--- src/rtl/mux16_8_arb.sv ---
// -----------------------------------------------------------------------------
// mux16_8_arb -- 8-to-1 arbitrated merge onto a single registered output.
//
// Eight source channels compete for one output slot. Each cycle the output
// register can accept a word (load_en = !out_valid || out_ready). When it can,
// one valid channel is granted, its word is captured into the output register,
// and its channel index is reported on out_sel. Latency is one cycle. With
// out_ready held high, the block sustains one word per cycle.
//
// Arbitration:
//   default build : round-robin. The search starts one past the last granted
//                   channel and wraps from 7 to 0. After reset, ptr = 7, so
//                   channel 0 has first priority.
//   MUX16_8_ARB_FIXED_PRI_EN defined : fixed priority. The lowest-index valid
//                   channel always wins, and no pointer state exists.
//
// Ports:
//   clk       in   clock, rising edge
//   rst_n     in   asynchronous active-low reset
//   in_data   in   [8*WIDTH] channel k at bits [k*WIDTH +: WIDTH]
//   in_valid  in   [8]  per-channel word valid
//   in_ready  out  [8]  one-hot accept for the granted channel, or zero
//   out_data  out  [WIDTH] registered merged word
//   out_sel   out  [3]  source channel of out_data
//   out_valid out  out_data/out_sel are valid
//   out_ready in   downstream accept
// -----------------------------------------------------------------------------

// Per-channel data gate. A channel passes its word only while granted, so the
// merge is a plain OR across the channels.
module mux16_8_arb_lane #(
    parameter int WIDTH = 16
) (
    input  logic             gnt_i,
    input  logic [WIDTH-1:0] data_i,
    output logic [WIDTH-1:0] data_o
);
    assign data_o = data_i & {WIDTH{gnt_i}};
endmodule

module mux16_8_arb #(
    parameter int WIDTH = 16
) (
    input  logic               clk,
    input  logic               rst_n,
    input  logic [8*WIDTH-1:0] in_data,
    input  logic [7:0]         in_valid,
    output logic [7:0]         in_ready,
    output logic [WIDTH-1:0]   out_data,
    output logic [2:0]         out_sel,
    output logic               out_valid,
    input  logic               out_ready
);
    localparam int NUM_LANES = 8;

    // Output register stage
    logic             out_valid_q, out_valid_d;
    logic [WIDTH-1:0] out_data_q,  out_data_d;
    logic [2:0]       out_sel_q,   out_sel_d;

    // Arbitration results
    logic                                load_en;
    logic                                gnt_any;
    logic [2:0]                          gnt_idx;
    logic [NUM_LANES-1:0]                gnt_oh;
    logic [NUM_LANES-1:0][WIDTH-1:0]     lane_data;
    logic [WIDTH-1:0]                    sel_data;

    assign load_en = !out_valid_q || out_ready;

`ifdef MUX16_8_ARB_FIXED_PRI_EN
    // Fixed priority: scan from the top down, so the lowest valid index
    // is the last one assigned and wins.
    always_comb begin
        gnt_any = 1'b0;
        gnt_idx = '0;
        for (int i = NUM_LANES - 1; i >= 0; i--) begin
            if (in_valid[i]) begin
                gnt_any = 1'b1;
                gnt_idx = 3'(i);
            end
        end
    end
`else
    // Index of the most recently granted channel. It resets to 7 so the
    // first search begins at channel 0.
    logic [2:0] ptr_q, ptr_d;

    // Round robin: candidate offsets run 8 down to 1 from ptr. The smallest
    // offset (nearest channel after ptr) is assigned last and wins. Offset 8
    // wraps to ptr itself, so the last winner has the lowest priority.
    always_comb begin
        logic [2:0] cand;
        cand    = '0;
        gnt_any = 1'b0;
        gnt_idx = '0;
        for (int i = NUM_LANES; i >= 1; i--) begin
            cand = ptr_q + i[2:0];
            if (in_valid[cand]) begin
                gnt_any = 1'b1;
                gnt_idx = cand;
            end
        end
    end

    always_comb begin
        ptr_d = ptr_q;
        if (load_en && gnt_any)
            ptr_d = gnt_idx;
    end

    always_ff @(posedge clk or negedge rst_n) begin
        if (!rst_n)
            ptr_q <= 3'd7;
        else
            ptr_q <= ptr_d;
    end
`endif

    assign gnt_oh = gnt_any ? (NUM_LANES'(1) << gnt_idx) : '0;

    // in_ready is gated with rst_n. While reset holds out_valid low,
    // load_en is 1, and without the gate a grant would leak out.
    assign in_ready = (load_en && rst_n) ? gnt_oh : '0;

    // Data select: gate each channel by its grant bit, then OR the results.
    for (genvar k = 0; k < NUM_LANES; k++) begin : g_lane
        mux16_8_arb_lane #(.WIDTH(WIDTH)) u_lane (
            .gnt_i  (gnt_oh[k]),
            .data_i (in_data[k*WIDTH +: WIDTH]),
            .data_o (lane_data[k])
        );
    end

    always_comb begin
        sel_data = '0;
        for (int k = 0; k < NUM_LANES; k++)
            sel_data = sel_data | lane_data[k];
    end

    // Next state of the output register. With no grant, only out_valid
    // drops. The stale word and select are kept because nothing reads them.
    always_comb begin
        out_valid_d = out_valid_q;
        out_data_d  = out_data_q;
        out_sel_d   = out_sel_q;
        if (load_en) begin
            out_valid_d = gnt_any;
            if (gnt_any) begin
                out_data_d = sel_data;
                out_sel_d  = gnt_idx;
            end
        end
    end

    always_ff @(posedge clk or negedge rst_n) begin
        if (!rst_n) begin
            out_valid_q <= 1'b0;
            out_data_q  <= '0;
            out_sel_q   <= '0;
        end else begin
            out_valid_q <= out_valid_d;
            out_data_q  <= out_data_d;
            out_sel_q   <= out_sel_d;
        end
    end

    assign out_valid = out_valid_q;
    assign out_data  = out_data_q;
    assign out_sel   = out_sel_q;

endmodule

--- config.mk ---
export PLATFORM = sky130hd
export DESIGN_NAME = mux16_8_arb
export DESIGN_NICKNAME = d
export VERILOG_FILES = /design/src/rtl/mux16_8_arb.sv
export SDC_FILE = /design/constraint.sdc
export NUM_CORES = 1
export LEC_CHECK = 0
export ABC_CLOCK_PERIOD_IN_PS = 6000
export CORE_MARGIN = 10
export CORE_UTILIZATION = 41
export DETAILED_ROUTE_END_ITERATION = 10
export GPL_TIMING_DRIVEN = 0
export HOLD_SLACK_MARGIN = 0.06
export PLACE_DENSITY = 0.85
export SYNTH_ARGS = -nofsm -noshare
export SYNTH_HDL_FRONTEND = slang
export SYNTH_SLANG_ARGS = --single-unit
--- constraint.sdc ---
create_clock -name clk -period 6 [get_ports clk]
set_clock_uncertainty 0.15 [all_clocks]
set_input_delay 0.9 -clock clk [delete_from_list [all_inputs] [get_ports clk]]
set_output_delay 0.9 -clock clk [all_outputs]
set_load 0.01 [all_outputs]
==> results of run 1 <==
sequential cells by signal, indices dropped and copies added (netlist names):
| signal | count |
|---|---|
| out_valid | 1 |
| ptr_q | 3 |
| out_sel | 3 |
| out_data | 16 |
how the worst min path moves through the flow:
stage,startpoint,endpoint,slack [ns]
2_1_floorplan,out_sel[1],out_sel[1],0.36
3_3_place_gp,out_sel[2],out_sel[2],0.31
3_5_place_dp,out_sel[0],out_sel[0],0.33
4_1_cts,out_sel[0],out_sel[0],0.35
5_1_grt,out_sel[0],out_sel[0],0.36
6_report,out_sel[2],out_sel[2],0.35
synthesized netlist by cell type, types with 3 or more instances:
cell type / instances / area (um^2)
o21ai_0: 8 / 40.04
o211ai_1: 4 / 30.03
o22a_1: 6 / 52.55
a22o_1: 7 / 61.31
clkbuf_1: 8 / 30.03
o21ai_1: 5 / 25.02
nor3_1: 6 / 30.03
buf_4: 3 / 22.52
o32a_1: 6 / 60.06
o32ai_1: 7 / 61.31
o22ai_1: 23 / 143.9
dfstp_2: 3 / 78.83
dfrtp_1: 20 / 500.5
mux2_2: 6 / 67.56
nor2_1: 17 / 63.81
o221ai_1: 6 / 52.55
nand3_1: 8 / 40.04
nand2_2: 3 / 18.77
inv_1: 7 / 26.28
buf_2: 7 / 35.03
a21oi_1: 16 / 80.08
and2_1: 4 / 25.02
buf_6: 11 / 123.9
a21o_1: 5 / 37.54
nand2b_1: 3 / 18.77
nand2_1: 38 / 142.6
mux4_2: 14 / 315.3
o221a_2: 4 / 45.04
a31oi_1: 5 / 31.28
mux2i_1: 50 / 500.5
through the flow:
| stage | instances | hold WS (ns) | worst slack (ns) |
|---|---|---|---|
| finish | 627 | 0.3550 | 0.4154 |
| global route | 627 | 0.3646 | 0.09324 |
| CTS | 628 | 0.3470 | 0.06890 |
| detailed placement | 624 | 0.3257 | 0.3896 |
| global placement | 624 | 0.3118 | 0.4093 |
| floorplan | 356 | 0.3629 | 1.404 |
layout make-up:
| cell class | count | area (um^2) |
|---|---|---|
| fillers | 622 | 2644 |
| multi-input cells | 296 | 2431 |
| repair buffers | 166 | 1662 |
| flip-flops and latches | 23 | 579.3 |
| plain buffers | 28 | 207.7 |
| well taps | 102 | 127.6 |
| clock buffers | 3 | 41.29 |
| inverters | 8 | 30.03 |
| clock inverters | 1 | 5.005 |
worst max-delay path: cells and delay by family (launching register included):
kind	cells	cell delay [ns]
buf+inv	5	1.23
compound gates	4	1.13
simple gates	3	0.59
flops	1	0.55
fa+ha+maj	1	0.42
mux	1	0.32
cells by family (layout without fill, tap and decap cells):
family                   count (synthesis)  in the layout  share of synthesized area [%]
multiplexers                            74             74                          29.13
AO/OA/AOI/OAI                          125            125                          30.17
XOR/XNOR                                 3              3                          1.039
buffers and inverters                   37            206                          7.426
adder cells (fa/ha/maj)                  2              2                         0.7694
AND/OR/NAND/NOR                         92             92                          13.66
flip-flops                              23             23                          17.81
per-layer routing:
metal / vias to the layer above / global-route usage (%) / part of all wire (%)
met2: 197 / 36.76 / 49
met4: 0 / 5.085 / 1.9
met1: 1821 / 26.64 / 41
met5: - / 0 / 0
li1: 1762 / - / -
met3: 24 / 5.192 / 8.6
==> impl_metrics.py, run 1 <==
metrics = {
    "run_status": {
        "status": "finished, final reports clean",
    },
    "floorplanning": {
        "die_h_um": 109.1,
        "io_pins": 167,
        "start_util_pct": 42.08,
        "rows": 32,
        "die_w_um": 109.1,
        "core_area_mm2": 0.007727,
        "dieArea_mm2": 0.01189,
    },
    "run": {
        "drv_cap": 0,
    },
    "critical_path": {
        "cp.arrival_ns": 4.53,
        "critPathCapture": "in_ready[2]",
        "rr_endpoint": "out_data[7]",
        "worstRegToRegCells": 13,
        "end_kind": "primary output",
        "required_ns": 4.95,
        "worstPathCellList": "buf_6 -> buf_6 -> inv_1 -> ha_1 -> buf_6 -> mux2_4 -> a221oi_2 -> a21oi_1 -> o32ai_2 -> a211oi_2 -> nor2_4 -> nand3_1 -> nor3_1 -> clkdlybuf4s50_1",
        "cp_slowest_cell": "clkdlybuf4s50_1",
        "crit_type": "reg -> out",
        "crit_path_max_incr_delay_ns": 0.59,
        "startpoint": "ptr_q[0]",
        "critPathLaunchType": "flip-flop",
        "crit_top_cell": "buf_6",
        "path_max_fanout": 10,
        "r2r-start": "ptr_q[0]",
        "r2r_slack_ns": 1.65,
    },
    "timing": {
        "setup_tns_ns": 0,
        "fmax_mhz": 179.1,
        "drv_slew": 0,
        "rsz0062_at_grt": "no",
        "worst_slew_pin_slew_ns": 1.156,
        "relSlewSlack_pct": 22.71,
        "timing.final.crit_period_ns": 5.585,
        "timing.final.hold_violations": 0,
        "setup_violations": 0,
        "post-route-period-util_pct": 93.08,
    },
    "yosys": {
        "ys.flop_type": "dfrtp_1",
        "syn_avg_cell_area_um2": 9.134,
        "async_reset_ff_share_pct": 100.0,
        "ys_ff_latch": 23,
        "synth_cell_types": 66,
        "synth_nets": 497,
        "yosysSeqAreaShare_pct": 17.81,
        "yosysWarnings": 0,
        "syn_inst": 356,
        "synth-edff-count": 0,
        "netlist_area_mm2": 0.003252,
    },
    "clocking": {
        "postCtsSetupBuffers": 0,
        "cts_sinks": 23,
        "cts_root_buf": "clkbuf_8",
        "clk_latency_ns": 0.27,
        "cts_inserted_buffers": 3,
        "cts_hold_buf": 0,
        "max-clock-path-buffers": 2,
        "cts-htree-levels": 1,
        "path_clk_slew_ns": 0.09,
        "cts_tree": "built",
        "cts_resized": 0,
    },
    "drt": {
        "drt_iter0_markers": 292,
        "drt_first_pass_iters": 5,
        "wl_mm": 13.91,
        "drtAntennaViolNets": 0,
        "viasPerCell": 6.067,
        "num_vias": 3804,
        "wl_per_cell_um": 22.18,
        "drc": 0,
    },
    "worst_hold_path": {
        "hp-class": "reg -> reg",
        "whs_path_depth": 2,
    },
    "global_routing": {
        "antenna_found_initial": 0,
        "grt_usage_pct": 21.53,
        "grt_overflow": 0,
        "grt_pass1_wl_mm": 20.69,
        "grt_max_degree": 26,
        "grt_pass1_vias": 3779,
    },
    "place": {
        "place_congestion": 0.9501,
        "dp_hpwl_mm": 11.47,
        "post_dp_cell_area_mm2": 0.005041,
        "io_buffers": 166,
    },
    "final_layout": {
        "nets": 667,
        "post_route_cells_drive_above_1_share_pct": 14.10,
        "n_antenna_cell": 0,
        "postLayoutCellArea_mm2": 0.005084,
        "area_delta_synth_final_pct": 56.33,
        "layout_commonest_cell": "clkdlybuf4s50_1",
        "final_cell_mix": "166 x clkdlybuf4s50_1, 50 x mux2i_1, 38 x nand2_1, 23 x o22ai_1, 20 x dfrtp_1",
        "final_util_pct": 65.79,
    },
}
Power of run 1 is not shown: default switching activity piles up to over one toggle a cycle in this logic, so the estimate is an artifact.
==> run 2, diff against run 1 <==
==> constraint.sdc (replaced) <==
create_clock -name clk -period 6 [get_ports clk]
set_clock_uncertainty 0.15 [all_clocks]
set_input_delay 1.8 -clock clk [delete_from_list [all_inputs] [get_ports clk]]
set_output_delay 1.8 -clock clk [all_outputs]
set_load 0.01 [all_outputs]
==> run 2 against run 1 <==
- the flow now finishes with violations (negative setup slack)
- final cell count is 5.3% higher
- via count is 6.1% higher
- critical path type is now in -> out
- utilization is 5.5 points higher
- clock-buffer cell count stayed put
- die area stayed put
- hold slack worse by 0.016 ns
- sequential share of layout area is 0.88 points lower
- worst setup slack worse by 0.46 ns
==> impl_metrics.py, run 2 (same netlist as run 1, synthesis figures left out) <==
metrics = {
    "place": {
        "dp_hpwl_mm": 11.47,
        "io_buffers": 166,
        "place_congestion": 0.9501,
    },
    "timing": {
        "worst_hold_slack_ns": 0.3394,
        "timing.final.hold_violations": 0,
        "drv_slew": 0,
        "relSlewSlack_pct": 16.40,
        "setup_violations": 6,
        "fmax_mhz": 165.3,
        "fin_ws_ns": -0.04902,
        "timing.final.crit_period_ns": 6.049,
        "rsz0062_at_grt": "yes",
        "worst_slew_pin_slew_ns": 1.250,
        "post-route-period-util_pct": 100.8,
    },
    "clocking": {
        "cts_root_buf": "clkbuf_8",
        "cts_sinks": 23,
        "cts-htree-levels": 1,
        "cts_tree": "built",
        "max-clock-path-buffers": 2,
        "cts_inserted_buffers": 3,
        "path_clk_slew_ns": 0.09,
        "clk_latency_ns": 0.27,
    },
    "drt": {
        "viasPerCell": 6.115,
        "drtAntennaViolNets": 0,
        "num_vias": 4036,
        "wl_per_cell_um": 22.62,
        "drt_iter0_markers": 364,
        "drc": 0,
        "drt_first_pass_iters": 5,
        "wl_mm": 14.93,
    },
    "final_layout": {
        "area_delta_synth_final_pct": 69.41,
        "largest_reg_flops": 16,
        "nets": 700,
        "final_cell_mix": "150 x clkdlybuf4s50_1, 49 x mux2i_1, 35 x nand2_1, 33 x buf_4, 23 x o22ai_1",
        "layout_commonest_cell": "clkdlybuf4s50_1",
        "post_route_cells_drive_above_1_share_pct": 25.81,
        "fill_cells": 569,
        "n_antenna_cell": 0,
    },
    "global_routing": {
        "grt_max_degree": 26,
        "antenna_found_initial": 0,
        "grt_overflow": 0,
        "grt_usage_pct": 22.74,
        "grt_pass1_wl_mm": 21.82,
        "grt_pass1_vias": 3949,
    },
    "critical_path": {
        "path_max_fanout": 5,
        "critPathLaunchType": "input pin",
        "required_ns": 4.05,
        "cp_slowest_cell": "mux4_2",
        "crit_path_max_incr_delay_ns": 0.55,
        "crit_type": "in -> out",
        "worstPathCellList": "buf_12 -> mux4_2 -> a221oi_4 -> a21oi_2 -> o32ai_4 -> a211oi_4 -> nor2_4 -> nand3_4 -> nor3_2 -> buf_2",
        "cp_top_family": "compound AO/OA/AOI/OAI gates",
        "cp.arrival_ns": 4.10,
        "end_kind": "primary output",
        "path_buf_inv": 2,
    },
    "run_status": {
        "violations": "negative setup slack",
        "status": "complete, but fails checks",
    },
    "floorplanning": {
        "start_util_pct": 42.08,
        "rows": 32,
        "die_w_um": 109.1,
        "die_h_um": 109.1,
        "dieArea_mm2": 0.01189,
        "io_pins": 167,
        "core_area_mm2": 0.007727,
    },
    "worst_hold_path": {
        "hp-class": "reg -> reg",
    },
    "run": {
        "drv_cap": 0,
    },
}
run 2: cell types whose count changed in the layout (fill, tap and decap cells not counted), sizes merged:
cell	previous run	this run
buf	21	69
clkdlybuf4s15	0	1
clkdlybuf4s50	166	150
clkinvlp	0	1
inv	8	7
run 2: final cells by class:
class	instances	area (um^2)	area share (%)
Timing Repair Buffer	200	1913	34.73
Tap cell	102	127.6	2.317
Multi-Input combinational cell	296	2595	47.10
Buffer	27	214.0	3.884
Inverter	8	33.78	0.6132
Sequential cell	23	579.3	10.52
Clock inverter	1	5.005	0.09085
Clock buffer	3	41.29	0.7495
run 2: final timing paths:
path | startpoint | to | slack [ns] | cells past startpoint
worst max-delay path | in_valid[7] | in_ready[2] | -0.05 | 10
worst min-delay path | out_sel[0] | out_sel[0] | 0.34 | 2
worst max register to register | ptr_q[1] | out_data[7] | 1.43 | 17
worst min register to register | out_sel[0] | out_sel[0] | 0.34 | 2
max in group asynchronous | rst_n | out_data[8] | 2.93 | 1
min in group asynchronous | rst_n | out_data[1] | 2.03 | 1
run 2: timing repair:
item	CTS	global route
buffers inserted	22	12
resized for setup	91	33
setup endpoints to repair	8	8
pin swaps	10	11
hold buffers	0	0
run 2: stage by stage:
step / setup WS (ns) / utilization [%] / setup TNS [ns] / instances / instance area [um^2]
final: -0.04902 / 71.29 / -0.1941 / 660 / 5509
after global routing: -0.1377 / 71.29 / -0.5760 / 660 / 5509
after CTS: 0.0001941 / 68.25 / 0 / 648 / 5274
after detailed placement: -1.182 / 65.24 / -8.837 / 624 / 5041
after global placement: -1.150 / 65.24 / -8.534 / 624 / 5041
after floorplan: 0.2037 / - / 0 / 356 / 3252
run 2: metal layers:
metal	vias up	GRT usage [%]	share of wire, %	wire length [um]
met2	222	39.33	50	7452
met5	-	0	0	0
met3	34	5.074	8.0	1200
li1	1821	-	-	-
met4	0	5.461	2.4	352
met1	1959	27.96	40	5927
run 2: worst register-to-register path, cell delays in order, from the launching register on:
cell and delay (ns):
dfstp_2 0.54, buf_4 0.17, buf_4 0.22, clkinvlp_4 0.21, ha_4 0.35, buf_6 0.15
mux2_1 0.36, mux4_2 0.54, nand2_1 0.09, and4_1 0.19, nand2_1 0.09, nor2_2 0.16
buf_12 0.13, buf_4 0.25, buf_6 0.21, mux2i_1 0.26, o221ai_1 0.18, o22a_1 0.21
Power of run 2 is left out for the same reason.
